## src/rtl/wb_hyper_pkg.sv

```systemverilog
// Shared Wishbone/HyperRAM definitions: cycle-type codes and the line buffer FSM states.
package wb_hyper_pkg;

  localparam logic [2:0] WB_CTI_CLASSIC = 3'b000;
  localparam logic [2:0] WB_CTI_INCR    = 3'b010;
  localparam logic [2:0] WB_CTI_EOB     = 3'b111;

  typedef enum logic [1:0] {
    IDLE,
    FILL,
    WRITE,
    RESP
  } linebuf_state_t;

endpackage

```

## src/rtl/wb_hyper_linebuf_mem.sv

```systemverilog
// Line storage for wb_hyper_linebuf: LINE_WORDS x 32 registers with a byte-enable
// write port and an asynchronous read port.
module wb_hyper_linebuf_mem #(
  parameter int LINE_WORDS = 8
) (
  input  logic                          clk,
  input  logic                          we,
  input  logic [$clog2(LINE_WORDS)-1:0] widx,
  input  logic [31:0]                   wdat,
  input  logic [3:0]                    wsel,
  input  logic [$clog2(LINE_WORDS)-1:0] ridx,
  output logic [31:0]                   rdat
);

  logic [31:0] mem [LINE_WORDS];

  // NOTE: the data array has no reset; the buffer's valid bit gates every use of it.
  always_ff @(posedge clk) begin
    if (we) begin
      for (int b = 0; b < 4; b++) begin
        if (wsel[b]) mem[widx][8*b +: 8] <= wdat[8*b +: 8];
      end
    end
  end

  assign rdat = mem[ridx];

endmodule

```

## src/rtl/wb_hyper_linebuf.sv

```systemverilog
// Single-line write-through read buffer in front of wb_hyper. Optional hit/miss
// counters are built when HYPER_LINEBUF_STATS_EN is defined.
module wb_hyper_linebuf
  import wb_hyper_pkg::*;
#(
  parameter int LINE_WORDS = 8
) (
  input  logic        wb_clk_i,
  input  logic        wb_rst_i,
  input  logic [31:0] wbs_adr_i,
  input  logic [31:0] wbs_dat_i,
  input  logic [3:0]  wbs_sel_i,
  input  logic        wbs_we_i,
  input  logic        wbs_cyc_i,
  input  logic        wbs_stb_i,
  output logic [31:0] wbs_dat_o,
  output logic        wbs_ack_o,
  output logic [31:0] wbm_adr_o,
  output logic [31:0] wbm_dat_o,
  output logic [3:0]  wbm_sel_o,
  output logic [2:0]  wbm_cti_o,
  output logic        wbm_we_o,
  output logic        wbm_cyc_o,
  output logic        wbm_stb_o,
  input  logic [31:0] wbm_dat_i,
  input  logic        wbm_ack_i,
  input  logic        inv_i
`ifdef HYPER_LINEBUF_STATS_EN
  ,
  output logic [31:0] hit_cnt_o,
  output logic [31:0] miss_cnt_o
`endif
);

  localparam int IDX_W = $clog2(LINE_WORDS);
  localparam int TAG_W = 30 - IDX_W;

  linebuf_state_t   state;
  logic             valid;
  logic [TAG_W-1:0] tag;
  logic [TAG_W-1:0] req_tag;
  logic [IDX_W-1:0] req_idx;
  logic             dropped;
  logic             inv_seen;

  logic             request;
  logic             cpu_hit;
  logic             req_hit;
  logic [IDX_W-1:0] beat_idx;
  logic             last_beat;

  logic             mem_we;
  logic [IDX_W-1:0] mem_widx;
  logic [31:0]      mem_wdat;
  logic [3:0]       mem_wsel;
  logic [IDX_W-1:0] mem_ridx;
  logic [31:0]      mem_rdat;

  assign request   = wbs_cyc_i & wbs_stb_i & ~wbs_ack_o;
  // A same-cycle invalidate turns a would-be hit into a miss.
  assign cpu_hit   = valid & ~inv_i & (wbs_adr_i[31:IDX_W+2] == tag);
  assign req_hit   = valid & ~inv_i & (req_tag == tag);
  assign beat_idx  = wbm_adr_o[IDX_W+1:2];
  assign last_beat = (beat_idx == IDX_W'(LINE_WORDS - 1));
  assign mem_ridx  = (state == IDLE) ? wbs_adr_i[IDX_W+1:2] : req_idx;

  // NOTE: every always_comb output gets a default first so no path infers a latch.
  always_comb begin
    mem_we   = 1'b0;
    mem_widx = beat_idx;
    mem_wdat = wbm_dat_i;
    mem_wsel = 4'hF;
    if (!wb_rst_i && wbm_ack_i) begin
      if (state == FILL) begin
        mem_we = 1'b1;
      end else if (state == WRITE && req_hit) begin
        mem_we   = 1'b1;
        mem_widx = req_idx;
        mem_wdat = wbm_dat_o;
        mem_wsel = wbm_sel_o;
      end
    end
  end

  wb_hyper_linebuf_mem #(.LINE_WORDS(LINE_WORDS)) u_mem (
    .clk  (wb_clk_i),
    .we   (mem_we),
    .widx (mem_widx),
    .wdat (mem_wdat),
    .wsel (mem_wsel),
    .ridx (mem_ridx),
    .rdat (mem_rdat)
  );

  // NOTE: sequential state uses non-blocking assignments so every register sees pre-edge values.
  always_ff @(posedge wb_clk_i) begin
    if (wb_rst_i) begin
      state     <= IDLE;
      valid     <= 1'b0;
      tag       <= '0;
      req_tag   <= '0;
      req_idx   <= '0;
      dropped   <= 1'b0;
      inv_seen  <= 1'b0;
      wbs_ack_o <= 1'b0;
      wbs_dat_o <= '0;
      wbm_adr_o <= '0;
      wbm_dat_o <= '0;
      wbm_sel_o <= '0;
      wbm_cti_o <= WB_CTI_CLASSIC;
      wbm_we_o  <= 1'b0;
      wbm_cyc_o <= 1'b0;
      wbm_stb_o <= 1'b0;
    end else begin
      if (inv_i) valid <= 1'b0;
      case (state)
        IDLE: begin
          if (request) begin
            req_tag  <= wbs_adr_i[31:IDX_W+2];
            req_idx  <= wbs_adr_i[IDX_W+1:2];
            dropped  <= 1'b0;
            inv_seen <= 1'b0;
            if (wbs_we_i) begin
              state     <= WRITE;
              wbm_cyc_o <= 1'b1;
              wbm_stb_o <= 1'b1;
              wbm_we_o  <= 1'b1;
              wbm_adr_o <= wbs_adr_i;
              wbm_dat_o <= wbs_dat_i;
              wbm_sel_o <= wbs_sel_i;
              wbm_cti_o <= WB_CTI_CLASSIC;
            end else if (cpu_hit) begin
              state     <= RESP;
              wbs_ack_o <= 1'b1;
              wbs_dat_o <= mem_rdat;
            end else begin
              state     <= FILL;
              wbm_cyc_o <= 1'b1;
              wbm_stb_o <= 1'b1;
              wbm_we_o  <= 1'b0;
              wbm_sel_o <= 4'hF;
              wbm_adr_o <= {wbs_adr_i[31:IDX_W+2], {(IDX_W+2){1'b0}}};
              wbm_cti_o <= WB_CTI_INCR;
            end
          end
        end
        FILL: begin
          if (!wbs_cyc_i) dropped <= 1'b1;
          if (inv_i) inv_seen <= 1'b1;
          if (wbm_ack_i) begin
            if (last_beat) begin
              state     <= RESP;
              wbm_cyc_o <= 1'b0;
              wbm_stb_o <= 1'b0;
              wbm_cti_o <= WB_CTI_CLASSIC;
              tag       <= req_tag;
              valid     <= ~(inv_seen | inv_i);
              wbs_ack_o <= ~(dropped | ~wbs_cyc_i);
              // The final beat is still in flight to the array, so forward it directly.
              wbs_dat_o <= (req_idx == beat_idx) ? wbm_dat_i : mem_rdat;
            end else begin
              wbm_adr_o <= wbm_adr_o + 32'd4;
              wbm_cti_o <= (beat_idx == IDX_W'(LINE_WORDS - 2)) ? WB_CTI_EOB : WB_CTI_INCR;
            end
          end
        end
        WRITE: begin
          if (!wbs_cyc_i) dropped <= 1'b1;
          if (wbm_ack_i) begin
            state     <= RESP;
            wbm_cyc_o <= 1'b0;
            wbm_stb_o <= 1'b0;
            wbm_we_o  <= 1'b0;
            wbs_ack_o <= ~(dropped | ~wbs_cyc_i);
          end
        end
        RESP: begin
          state     <= IDLE;
          wbs_ack_o <= 1'b0;
        end
        default: state <= IDLE;
      endcase
    end
  end

`ifdef HYPER_LINEBUF_STATS_EN
  logic rd_accept;
  assign rd_accept = (state == IDLE) & request & ~wbs_we_i;

  always_ff @(posedge wb_clk_i) begin
    if (wb_rst_i) begin
      hit_cnt_o  <= '0;
      miss_cnt_o <= '0;
    end else if (rd_accept) begin
      if (cpu_hit) begin
        if (hit_cnt_o != 32'hFFFF_FFFF) hit_cnt_o <= hit_cnt_o + 32'd1;
      end else begin
        if (miss_cnt_o != 32'hFFFF_FFFF) miss_cnt_o <= miss_cnt_o + 32'd1;
      end
    end
  end
`endif

endmodule

```

## config.mk

```make
export PLATFORM = sky130hd
export DESIGN_NAME = wb_hyper_linebuf
export DESIGN_NICKNAME = d
export VERILOG_FILES = /design/src/rtl/wb_hyper_pkg.sv /design/src/rtl/wb_hyper_linebuf_mem.sv /design/src/rtl/wb_hyper_linebuf.sv
export SDC_FILE = /design/constraint.sdc
export NUM_CORES = 1
export LEC_CHECK = 0
export BUFFER_PORTS_ARGS = -buffer_cell sky130_fd_sc_hd__buf_2
export CAP_MARGIN = 15
export CORE_MARGIN = 1.5
export CORE_UTILIZATION = 53
export DETAILED_ROUTE_END_ITERATION = 12
export MAX_ROUTING_LAYER = met4
export PLACE_DENSITY = 0.76
export SYNTH_ARGS = -nofsm -noshare
export SYNTH_HDL_FRONTEND = slang
export SYNTH_SLANG_ARGS = --single-unit
```

## constraint.sdc

```tcl
create_clock -name wb_clk_i -period 2.7 [get_ports wb_clk_i]
set_input_delay 0.54 -clock wb_clk_i [delete_from_list [all_inputs] [get_ports wb_clk_i]]
set_output_delay 0.54 -clock wb_clk_i [all_outputs]
set_load 0.02 [all_outputs]
```

==> metrics.md <==
| Metric | Value |
|---|---|
| Full die area | 35,900 um2 |
| Initial antenna violation count | 4 |
| Wire per inst | ~22 um |
| Sum of negative setup slack | -0.492 ns |
| Final nets | between 1,500 and 2,000 |
| Gate power share | 0.298 |
| IO buf count | around 210 |
| P_sw | 0.00624 W |
| Final setup vio count | 17 |
| Row count | 68 |
| Layout Utilization | 0.666 |
| Area grow syn2layout | 24.4% |
| GRT Total Usage | 0.282 |
| Post-synth top flop | edfxtp_1 |
| Fin crit period | ~2.7 ns |
| Slew margin rel. | 0.431 |
| Placer Congestion | slightly below 0.9 |
| Critical path fanouts, max | 6 |
| Mean Syn Cell Area | 11.8 um2 |
| Unique cell type count in the Yosys netlist | 70 |
| Drt pass-1 iters | 5 |
| Leakage | approximately 8.3 nW |
| Max_cap viols | 0 |
| Period utilization | 1.02 |
| Pwr per Cell Area | approximately 840 nW/um2 |
| Total CTS buffers | 45 |
| Largest cells by area after synthesis | edfxtp_1 (42%), dfxtp_1 (18%), mux4_2 (6.6%), nand2_1 (5.0%), a21oi_1 (4.5%) |
| First-pass GRT wire length | 75.2 mm |
| IO Pins | between 200 and 250 |
| RSZ-0062 raised after global routing | yes |
| Global route overflow | 0 |
| Sw frac | 0.323 |
| Via Count | roughly 14,000 |
| Outcome | complete, but fails checks |
| CTS root buf | clkbuf_16 |
| WP data arrival | between 3 and 4 ns |
| H-tree level count | 2 |
| Final Skew | 0.0258 ns |
| Peak Freq | approximately 360 MHz |
| # clock sinks | 423 |
| CTS tree | yes |
| Filler Cells Inserted | between 2,000 and 2,500 |
| DP HPWL | roughly 33 mm |
| Internal | 0.0131 W |
| CP Capture Type | flop |
| Peak supply drop | 626 uV |
| Slew Viols, Final | 0 |
| Core area | 34,400 um2 |
| Part of the total power dissipated in the clock network | 0.306 |
| Vias per cell | around 6 |
| Sequential Power Share | 0.395 |
| Drt total wl | 51.1 mm |
| Largest net degree at the start of global routing | roughly 180 |
| Register area share after synthesis | 0.599 |
| Synth warn | 0 |
| Worst-margin pin slew | ~0.85 ns |
| Starting density of the core | 0.536 |
| Post-cts hold buffer count | 0 |
| Post-synth EDFFs | ~260 |
| Max clock buf depth | 3 |
| WS Path Type | reg -> reg |
| Violated checks | setup timing |
| Die Wd | between 150 and 200 um |
| Iter 0 DRT Violations | between 1,000 and 1,500 |
| Most instantiated library cell after synthesis | edfxtp_1 |
| Layout cells sized above 1 | 0.308 |
| Number of global-route vias before repair | roughly 13,000 |
| Drc violations | 0 |
| Worst Hold Class | in -> reg |
| Post-synth top cells | edfxtp_1 (256), nand2_1 (246), dfxtp_1 (167) |
| Syn_nets | roughly 1,700 |
| Cells after synthesis | between 1,500 and 2,000 |
| Share of flip-flops with an asynchronous set or reset | 0 |
| PnR worst setup slack | -0.0495 ns |
| CTS clk-pin slew, worst paths | around 0.06 ns |
| Cell Area, Synth | roughly 18,000 um2 |
| Die extent in y | approximately 190 um |
| CP required | about 3 ns |
| Critical path launch point type | flop |
| Endpoints failing hold | 0 |
| Clk Latency, worst-skew pair | between 0.5 and 0.6 ns |
| Yosys top cell area share | 0.417 |
| #FFs+latches synth | roughly 420 |
| Post-route ant nets | 0 |
| Leading area contributor after synthesis | edfxtp_1 |
## critical path, cell delays in order, from the launching register on
cell and delay, ns:
dfxtp_1 0.32, xnor2_1 0.16, nand4_1 0.18, nor4_2 0.31, buf_4 0.17, nand3_4 0.07, nor3b_4 0.30, clkbuf_16 0.24
mux2i_4 0.38, buf_6 0.18, nor2_4 0.04, buf_6 0.13
## logic make-up after synthesis
group,synth area share
AOI/OAI and AO/OA,0.0900
and+or+nand+nor,0.130
buffers and inverters,0.0284
DFF,0.599
muxes,0.123
adders and majority gates,0.00544
xor gates and xnor gates,0.0233
## timing repair
action | 4_1_cts | 5_1_grt
setup buffers | 0 | 8
cloned | 0 | 3
gates resized for setup | 12 | 135
pin swaps | 0 | 10
setup endpoints to repair | 311 | 552
## layout by cell type (no fill, tap or decap), types with 47 or more instances in the layout
cell type  netlist  routed
nor2_1         132     103
mux4_2          54      54
a21oi_1        165     164
nand2_1        246     243
clkbuf_16        0      47
mux2i_1         67      54
buf_4           12      90
buf_2           18     212
edfxtp_1       256     256
xnor2_1         48      48
dfxtp_1        167     166
## path summary, 6_finish.rpt
check	cells past startpoint	slack [ns]	start	to
worst min-delay path	3	0.22	wbs_dat_i[4]	wbm_dat_o[4]
worst max register to register	11	-0.05	req_tag[0]	u_mem.mem[5][26]
worst max-delay path	11	-0.05	req_tag[0]	u_mem.mem[5][26]
worst min register to register	2	0.46	wbm_adr_o[0]	wbm_adr_o[0]
## power by group through the flow
stage	clock, W	combinational (W)	sequential, W
after CTS	0.00594	0.00546	0.00763
after detailed placement	0	0.00541	0.00776
after global routing	0.00621	0.00617	0.00769
final	0.00591	0.00577	0.00764
after global placement	0	0.00527	0.00774
after floorplan	0	0.00325	0.00808
## metal layers
layer | global-route usage | routed length, um | part of all wire
met1 | 0.373 | 20800 | 0.41
met2 | 0.439 | 24600 | 0.48
met3 | 0.0499 | 4030 | 0.079
met4 | 0.102 | 1640 | 0.032
met5 | - | 0 | 0
## registers in the layout, indices dropped and copies added (netlist names)
signal	count
state	2
wbs_dat_o	32
wbm_cti_o	2
valid	1
wbm_stb_o	1
u_mem.mem	256
req_idx	3
wbm_we_o	1
tag	27
dropped	1
wbm_adr_o	32
req_tag	27
wbm_sel_o	4
wbm_dat_o	32
wbs_ack_o	1
inv_seen	1
## cell type report
| class | instances | area, um2 | area share |
|---|---|---|---|
| sequential | 423 | 11000 | 0.482 |
| multi-input combinational | 1020 | 7360 | 0.321 |
| timing repair buffer | 350 | 2490 | 0.109 |
| clock buffer | 56 | 1210 | 0.0527 |
| tap | 455 | 569 | 0.0249 |
| clock inverter | 25 | 185 | 0.00808 |
| inverter | 14 | 52.6 | 0.00229 |
| antenna | 3 | 7.51 | 0.000328 |
## through the flow
step | cell area, um2 | cells | setup slack [ns] | total power, W | hold slack, ns
after floorplan | 18400 | 1562 | 0.0788 | 0.0113 | 0.446
after global placement | 20800 | 2253 | -0.539 | 0.0130 | 0.437
after detailed placement | 20800 | 2253 | -0.587 | 0.0132 | 0.449
after CTS | 22200 | 2334 | -0.238 | 0.0190 | 0.203
after global routing | 22900 | 2346 | -0.0884 | 0.0201 | 0.217
final | 22900 | 2346 | -0.0495 | 0.0193 | 0.218
No activity file was read; power rests on OpenSTA's default activity.
